$ cat src/rtl/dac70004_spi_rx.sv
// dac70004_spi_rx: DAC70004 serial-port receiver model with per-channel buffer/output registers; `define DAC70004_RX_STRICT_SYNC_EN to abort frames whose SYNC rises before bit 32
module dac70004_spi_rx #(
    parameter int SYNC_STAGES = 2,
    parameter int FCNT_W      = 16,
    parameter int ECNT_W      = 8
) (
    input  logic              i_clk_50m,
    input  logic              i_rst,
    input  logic              i_dac_sclk,
    input  logic              i_dac_sync,
    input  logic              i_dac_sdin,
    output logic [31:0]       o_frame_data,
    output logic              o_frame_valid,
    output logic [3:0]        o_frame_cmd,
    output logic [3:0]        o_frame_addr,
    output logic [15:0]       o_frame_code,
    output logic [63:0]       o_ch_out,
    output logic [63:0]       o_ch_buf,
    output logic              o_rx_busy,
    output logic [FCNT_W-1:0] o_frame_cnt,
    output logic [ECNT_W-1:0] o_err_cnt
);
    typedef enum logic [1:0] {IDLE, SHIFT, DECODE} state_t;
    state_t r_state, w_state_nxt;
    logic [SYNC_STAGES-1:0] r_sclk_s, r_sync_s, r_sdin_s;
    logic r_sclk_d, r_sync_d;
    logic [31:0] r_shreg, r_frame, w_frame;
    logic [4:0] r_bcnt;
    logic [3:0][15:0] r_buf, r_out, w_buf_nxt, w_out_nxt;
    logic [FCNT_W-1:0] r_fcnt;
    logic [ECNT_W-1:0] r_ecnt;
    logic w_sclk, w_sync, w_sdin, w_sclk_fall, w_sync_fall, w_shift, w_sample, w_last, w_lvl_abort, w_ok, w_err;
    logic [3:0] w_cmd, w_addr, w_sel;
    logic [15:0] w_code;
    assign w_sclk      = r_sclk_s[SYNC_STAGES-1];
    assign w_sync      = r_sync_s[SYNC_STAGES-1];
    assign w_sdin      = r_sdin_s[SYNC_STAGES-1];
    assign w_sclk_fall = r_sclk_d & ~w_sclk;
    assign w_sync_fall = r_sync_d & ~w_sync;
    assign w_shift     = r_state == SHIFT;
    // a SYNC re-fall beats a coincident SCLK edge, so that edge is never sampled
    assign w_sample    = w_shift & w_sclk_fall & ~w_sync_fall;
    assign w_last      = w_sample & (r_bcnt == 5'd31);
`ifdef DAC70004_RX_STRICT_SYNC_EN
    assign w_lvl_abort = w_shift & w_sync & ~w_last;
`else
    assign w_lvl_abort = 1'b0;
`endif
    assign w_frame = {r_shreg[30:0], w_sdin};
    assign w_cmd   = w_frame[27:24];
    assign w_addr  = w_frame[23:20];
    assign w_code  = w_frame[19:4];
    assign w_sel   = w_addr == 4'hF ? 4'hF : w_addr < 4'd4 ? 4'b0001 << w_addr[1:0] : 4'h0;
    assign w_ok    = (w_cmd[3:2] == 2'b00) && (|w_sel);
    assign w_err   = (w_shift & w_sync_fall) | w_lvl_abort | (w_last & ~w_ok);
    always_comb begin
        w_buf_nxt = r_buf;
        w_out_nxt = r_out;
        for (int c = 0; c < 4; c++) begin
            w_buf_nxt[c] = (w_ok && w_sel[c] && w_cmd != 4'h1) ? w_code : r_buf[c];
            w_out_nxt[c] = !w_ok ? r_out[c] : w_cmd == 4'h2 ? w_buf_nxt[c] : !w_sel[c] ? r_out[c] :
                           w_cmd == 4'h1 ? r_buf[c] : w_cmd == 4'h3 ? w_code : r_out[c];
        end
    end
    always_comb begin
        w_state_nxt = r_state;
        case (r_state)
            IDLE:    w_state_nxt = w_sync_fall ? SHIFT : IDLE;
            SHIFT:   w_state_nxt = w_lvl_abort ? IDLE : w_last ? DECODE : SHIFT;
            DECODE:  w_state_nxt = w_sync_fall ? SHIFT : IDLE;
            default: w_state_nxt = IDLE;
        endcase
    end
    always_ff @(posedge i_clk_50m) begin
        if (i_rst) r_state <= IDLE;
        else r_state <= w_state_nxt;
    end
    always_ff @(posedge i_clk_50m) begin
        if (i_rst) begin
            r_sclk_s <= '0;
            r_sync_s <= '1;
            r_sdin_s <= '0;
            r_sclk_d <= 1'b0;
            r_sync_d <= 1'b1;
            r_bcnt   <= '0;
            r_shreg  <= '0;
            r_frame  <= '0;
            r_buf    <= '0;
            r_out    <= '0;
            r_fcnt   <= '0;
            r_ecnt   <= '0;
        end else begin
            r_sclk_s <= {r_sclk_s[SYNC_STAGES-2:0], i_dac_sclk};
            r_sync_s <= {r_sync_s[SYNC_STAGES-2:0], i_dac_sync};
            r_sdin_s <= {r_sdin_s[SYNC_STAGES-2:0], i_dac_sdin};
            r_sclk_d <= w_sclk;
            r_sync_d <= w_sync;
            if (w_sync_fall) r_bcnt <= '0;
            else if (w_sample) r_bcnt <= r_bcnt + 5'd1;
            if (w_sample) r_shreg <= w_frame;
            if (w_last) begin
                r_frame <= w_frame;
                r_buf   <= w_buf_nxt;
                r_out   <= w_out_nxt;
                r_fcnt  <= r_fcnt + 1'b1;
            end
            if (w_err && !(&r_ecnt)) r_ecnt <= r_ecnt + 1'b1;
        end
    end
    assign o_frame_data  = r_frame;
    assign o_frame_valid = r_state == DECODE;
    assign o_frame_cmd   = r_frame[27:24];
    assign o_frame_addr  = r_frame[23:20];
    assign o_frame_code  = r_frame[19:4];
    assign o_ch_out      = r_out;
    assign o_ch_buf      = r_buf;
    assign o_rx_busy     = w_shift;
    assign o_frame_cnt   = r_fcnt;
    assign o_err_cnt     = r_ecnt;
endmodule

$ cat config.mk
export PLATFORM = sky130hd
export DESIGN_NAME = dac70004_spi_rx
export DESIGN_NICKNAME = d
export VERILOG_FILES = /design/src/rtl/dac70004_spi_rx.sv
export SDC_FILE = /design/constraint.sdc
export NUM_CORES = 1
export LEC_CHECK = 0
export ABC_AREA = 1
export CAP_MARGIN = 0
export CORE_UTILIZATION = 36
export DETAILED_ROUTE_END_ITERATION = 8
export GPL_TIMING_DRIVEN = 0
export PLACE_DENSITY = 0.69
export RECOVER_POWER = 25
export SLEW_MARGIN = 10
export SYNTH_ARGS = -nofsm -noshare
export SYNTH_HDL_FRONTEND = slang
export SYNTH_SLANG_ARGS = --single-unit
export TNS_END_PERCENT = 100
$ cat constraint.sdc
create_clock -name i_clk_50m -period 1.9 [get_ports i_clk_50m]
set_input_delay 0.38 -clock i_clk_50m [delete_from_list [all_inputs] [get_ports i_clk_50m]]
set_output_delay 0.38 -clock i_clk_50m [all_outputs]
set_load 0.01 [all_outputs]
==> impl_metrics.csv <==
group,metric,value,unit
clock_tree,cts_tree,"done",
setup_path,cpMaxStageDelayCell,"dfxtp_4",
worst_hold_path,hold_class,"input pin to register",
power_and_ir_drop,power_leakage,7.91,nW
timing,max_freq,490,MHz
setup_path,rr_worst_depth,13,
global_routing,grt_overflow_total,0,
timing,drv_slew,0,
routing,drcViolationCount,0,
power_and_ir_drop,irDropWorstVdd,742,uV
cells_and_area,syn2layout_area_growth,48.9,%
power_and_ir_drop,total_power,10.3,mW
die,die_h,183,um
setup_path,crit_end,"o_frame_cnt[11]",
logic_synthesis,ys_types,35,
routing,dr.pass1.iters,6,
clock_tree,clkLatencyLatePin,550,ps
routing,vias,13100,
placement,numPortBuffers,214,
setup_path,regToRegSetupSlack,-140,ps
clock_tree,clockBufferDepth,3,
global_routing,use_met2,0.408,
timing,slew_headroom,0.469,
die,core,31900,um2
timing,fin_tns_setup,-12080,ps
setup_path,critPathLaunchType,"register",
setup_path,reg2reg_from,"r_bcnt[1]",
global_routing,grt_use_met3,0.0451,
logic_synthesis,synth_seq_cells,230,
logic_synthesis,avgSynthCellArea,6.54,um2
timing,fin_skew,25.2,ps
clock_tree,cts_hold_repair.buffers,0,
setup_path,cp_max_fo,5,
logic_synthesis,ys.warnings.count,0,
timing,finalCriticalPeriod,2040,ps
power_and_ir_drop,powerDensity,590,nW/um2
setup_path,cpPeakStageDelay,360,ps
routing,wl_per_cell,17.8,um
job,max_cap_viol_count,0,
die,ios,215,
setup_path,reg2reg_to,"o_frame_cnt[11]",
die,start_util,0.369,
routing,drt_wl_total,45.5,mm
routing,drtIter0Drc,1231,
cells_and_area,final_cell_mix,"nand2_1, inv_1, dfxtp_1",
cells_and_area,n_antenna_cell,0,
routing,via_per_inst,5.12,
setup_path,cp-startpoint,"r_bcnt[1]",
run_status,status,"finished, violations left",
logic_synthesis,synthTopCellsByArea,"dfxtp_1, nand2_1, nand3_1, inv_1, nor2_1",
timing,worst_pin_slew,796,ps
cells_and_area,fin_nets,2110,
clock_tree,path_clk_slew,60,ps
logic_synthesis,netlist_instances,1801,
global_routing,gr-usage-all-layers,0.252,
cells_and_area,drive_gt1_frac,0.235,
timing,setup_viol,180,
placement,dp_hpwl,30.3,mm
global_routing,grt_use_met1,0.321,
setup_path,crit_type,"register to register",
clock_tree,cts-root-buf,"clkbuf_16",
timing,setup_ws,-142,ps
global_routing,grt_pass1_wl,66.0,mm
global_routing,grt_pass1_vias,12000,
die,die_w,183,um
placement,place_congestion,0.937,
setup_path,required,2360,ps
logic_synthesis,syn-num-nets,1810,
global_routing,grt_max_degree,14,
setup_path,path_common_cell,"buf_12",
timing,rsz0062_at_grt,"yes",
run_status,violations,"negative setup slack",
logic_synthesis,yosysTopAreaCell,"dfxtp_1",
die,num_rows,65,
setup_path,cp_cell_sequence,"ha_4 > inv_4 > nor3_4 > ha_4 > buf_6 > inv_4 > nor2_4 > buf_12 > buf_8 > buf_12 > buf_12 > nand2_4 > a21oi_2",
global_routing,grt_antenna_before_repair,1,
logic_synthesis,seq_area_frac_synth,0.391,
clock_tree,htree_levels,1,
routing,drt.antenna.violating_nets,0,
clock_tree,cts_buffers,27,
clock_tree,cts_sinks,230,
timing,finalHoldViolations,0,
global_routing,top_usage_layer,"met2",
logic_synthesis,syn_area,11800,um2
logic_synthesis,yosysTopAreaCellShare,0.391,
die,dieArea,33400,um2
cells_and_area,final_common_cell,"nand2_1",
setup_path,cp.arrival,2500,ps
setup_path,cp-end-kind,"register",
timing,fin_crit_sh,1.07,
routing by layer:
metal  part of all wire  vias up
met2               0.45      614
met5            0.00029        -
met1               0.41     6055
met3              0.087      167
li1                   -     6255
met4              0.051        2
kinds of logic (layout without fill, tap and decap cells):
group	Yosys count	after routing	synth area share
flip-flops	230	230	0.391
adder cells (fa/ha/maj)	4	4	0.00425
AO/OA/AOI/OAI	264	264	0.128
buffers and inverters	384	704	0.143
XOR/XNOR	9	9	0.00669
AND/OR/NAND/NOR	910	911	0.327
per-stage QoR:
step	area [um2]	setup WS [ps]	hold WS (ps)	std cells	util
after floorplan	11800	113	388	1801	-
after global placement	14500	-652	395	2450	0.454
after detailed placement	14500	-713	399	2450	0.454
after CTS	16300	-117	353	2530	0.511
after global routing	17500	-236	385	2557	0.550
final	17500	-142	363	2557	0.550
worst min-delay path by stage:
stage | start | end | slack [ps] | cells after the start
2_1_floorplan | r_sclk_s[0] | r_sclk_s[1] | 390 | 2
3_3_place_gp | r_sync_s[0] | r_sync_s[1] | 390 | 1
3_5_place_dp | r_sclk_s[0] | r_sclk_s[1] | 400 | 2
4_1_cts | i_dac_sdin | r_sdin_s[0] | 350 | 3
5_1_grt | i_dac_sdin | r_sdin_s[0] | 390 | 3
6_report | i_dac_sdin | r_sdin_s[0] | 360 | 3
sequential cells by signal, summed over array words and instances, names as in the netlist:
signal and count:
o_ch_buf 64, o_ch_out 64, o_frame_data 32, r_shreg 31, o_frame_cnt 16, o_err_cnt 8
r_bcnt 5, r_sclk_s 2, r_sdin_s 2, r_state 2, r_sync_s 2, r_sclk_d 1
r_sync_d 1
synth_stat cells:
library cell / count
nand2_1: 526
dfxtp_1: 230
inv_1: 224
nor2_1: 175
nand3_1: 170
o21ai_0: 130
o211ai_1: 65
a21oi_1: 64
buf_2: 43
clkbuf_1: 38
inv_2: 33
buf_4: 30
buf_6: 10
nand2_2: 8
nor3_1: 6
nand3_4: 5
xor2_1: 5
ha_1: 4
nand2_4: 4
nand4_1: 4
xnor2_1: 4
buf_1: 3
nor2_4: 3
a211oi_1: 2
clkinv_1: 2
nor2_2: 2
nor2_8: 2
or2_2: 2
a21oi_4: 1
a31oi_1: 1
inv_4: 1
nand3b_1: 1
nand4_4: 1
nor3b_1: 1
o21ai_1: 1
report_power, final:
| group | switching (mW) | total [mW] | leakage [nW] | internal [mW] |
|---|---|---|---|---|
| clock | 2.19 | 5.21 | 0.419 | 3.02 |
| combinational | 0.238 | 0.307 | 5.61 | 0.0688 |
| sequential | 0.00719 | 4.83 | 1.88 | 4.83 |
final cells by class:
class	count	area (um2)
tap	435	544
inverter	260	986
multi-input combinational	1188	6380
sequential	230	4670
timing repair buffer	278	3210
clock buffer	36	739
buffer	116	861
fill	2938	14300
clock inverter	14	144
what timing repair did:
item | in CTS | in global routing
endpoints found under the setup margin | 245 | 215
gates resized for setup | 246 | 306
cloned | 17 | 13
pin swaps | 69 | 83
buffers inserted | 13 | 23
hold endpoints to repair | 0 | 0
worst max-delay path, delay by kind of cell, from the launching register on:
family	cells	cell delay, ps
buf+inv	7	730
simple gates	3	380
flops	1	360
fa+ha+maj	2	340
compound gates	1	150
(Power assumes the default switching activity.)
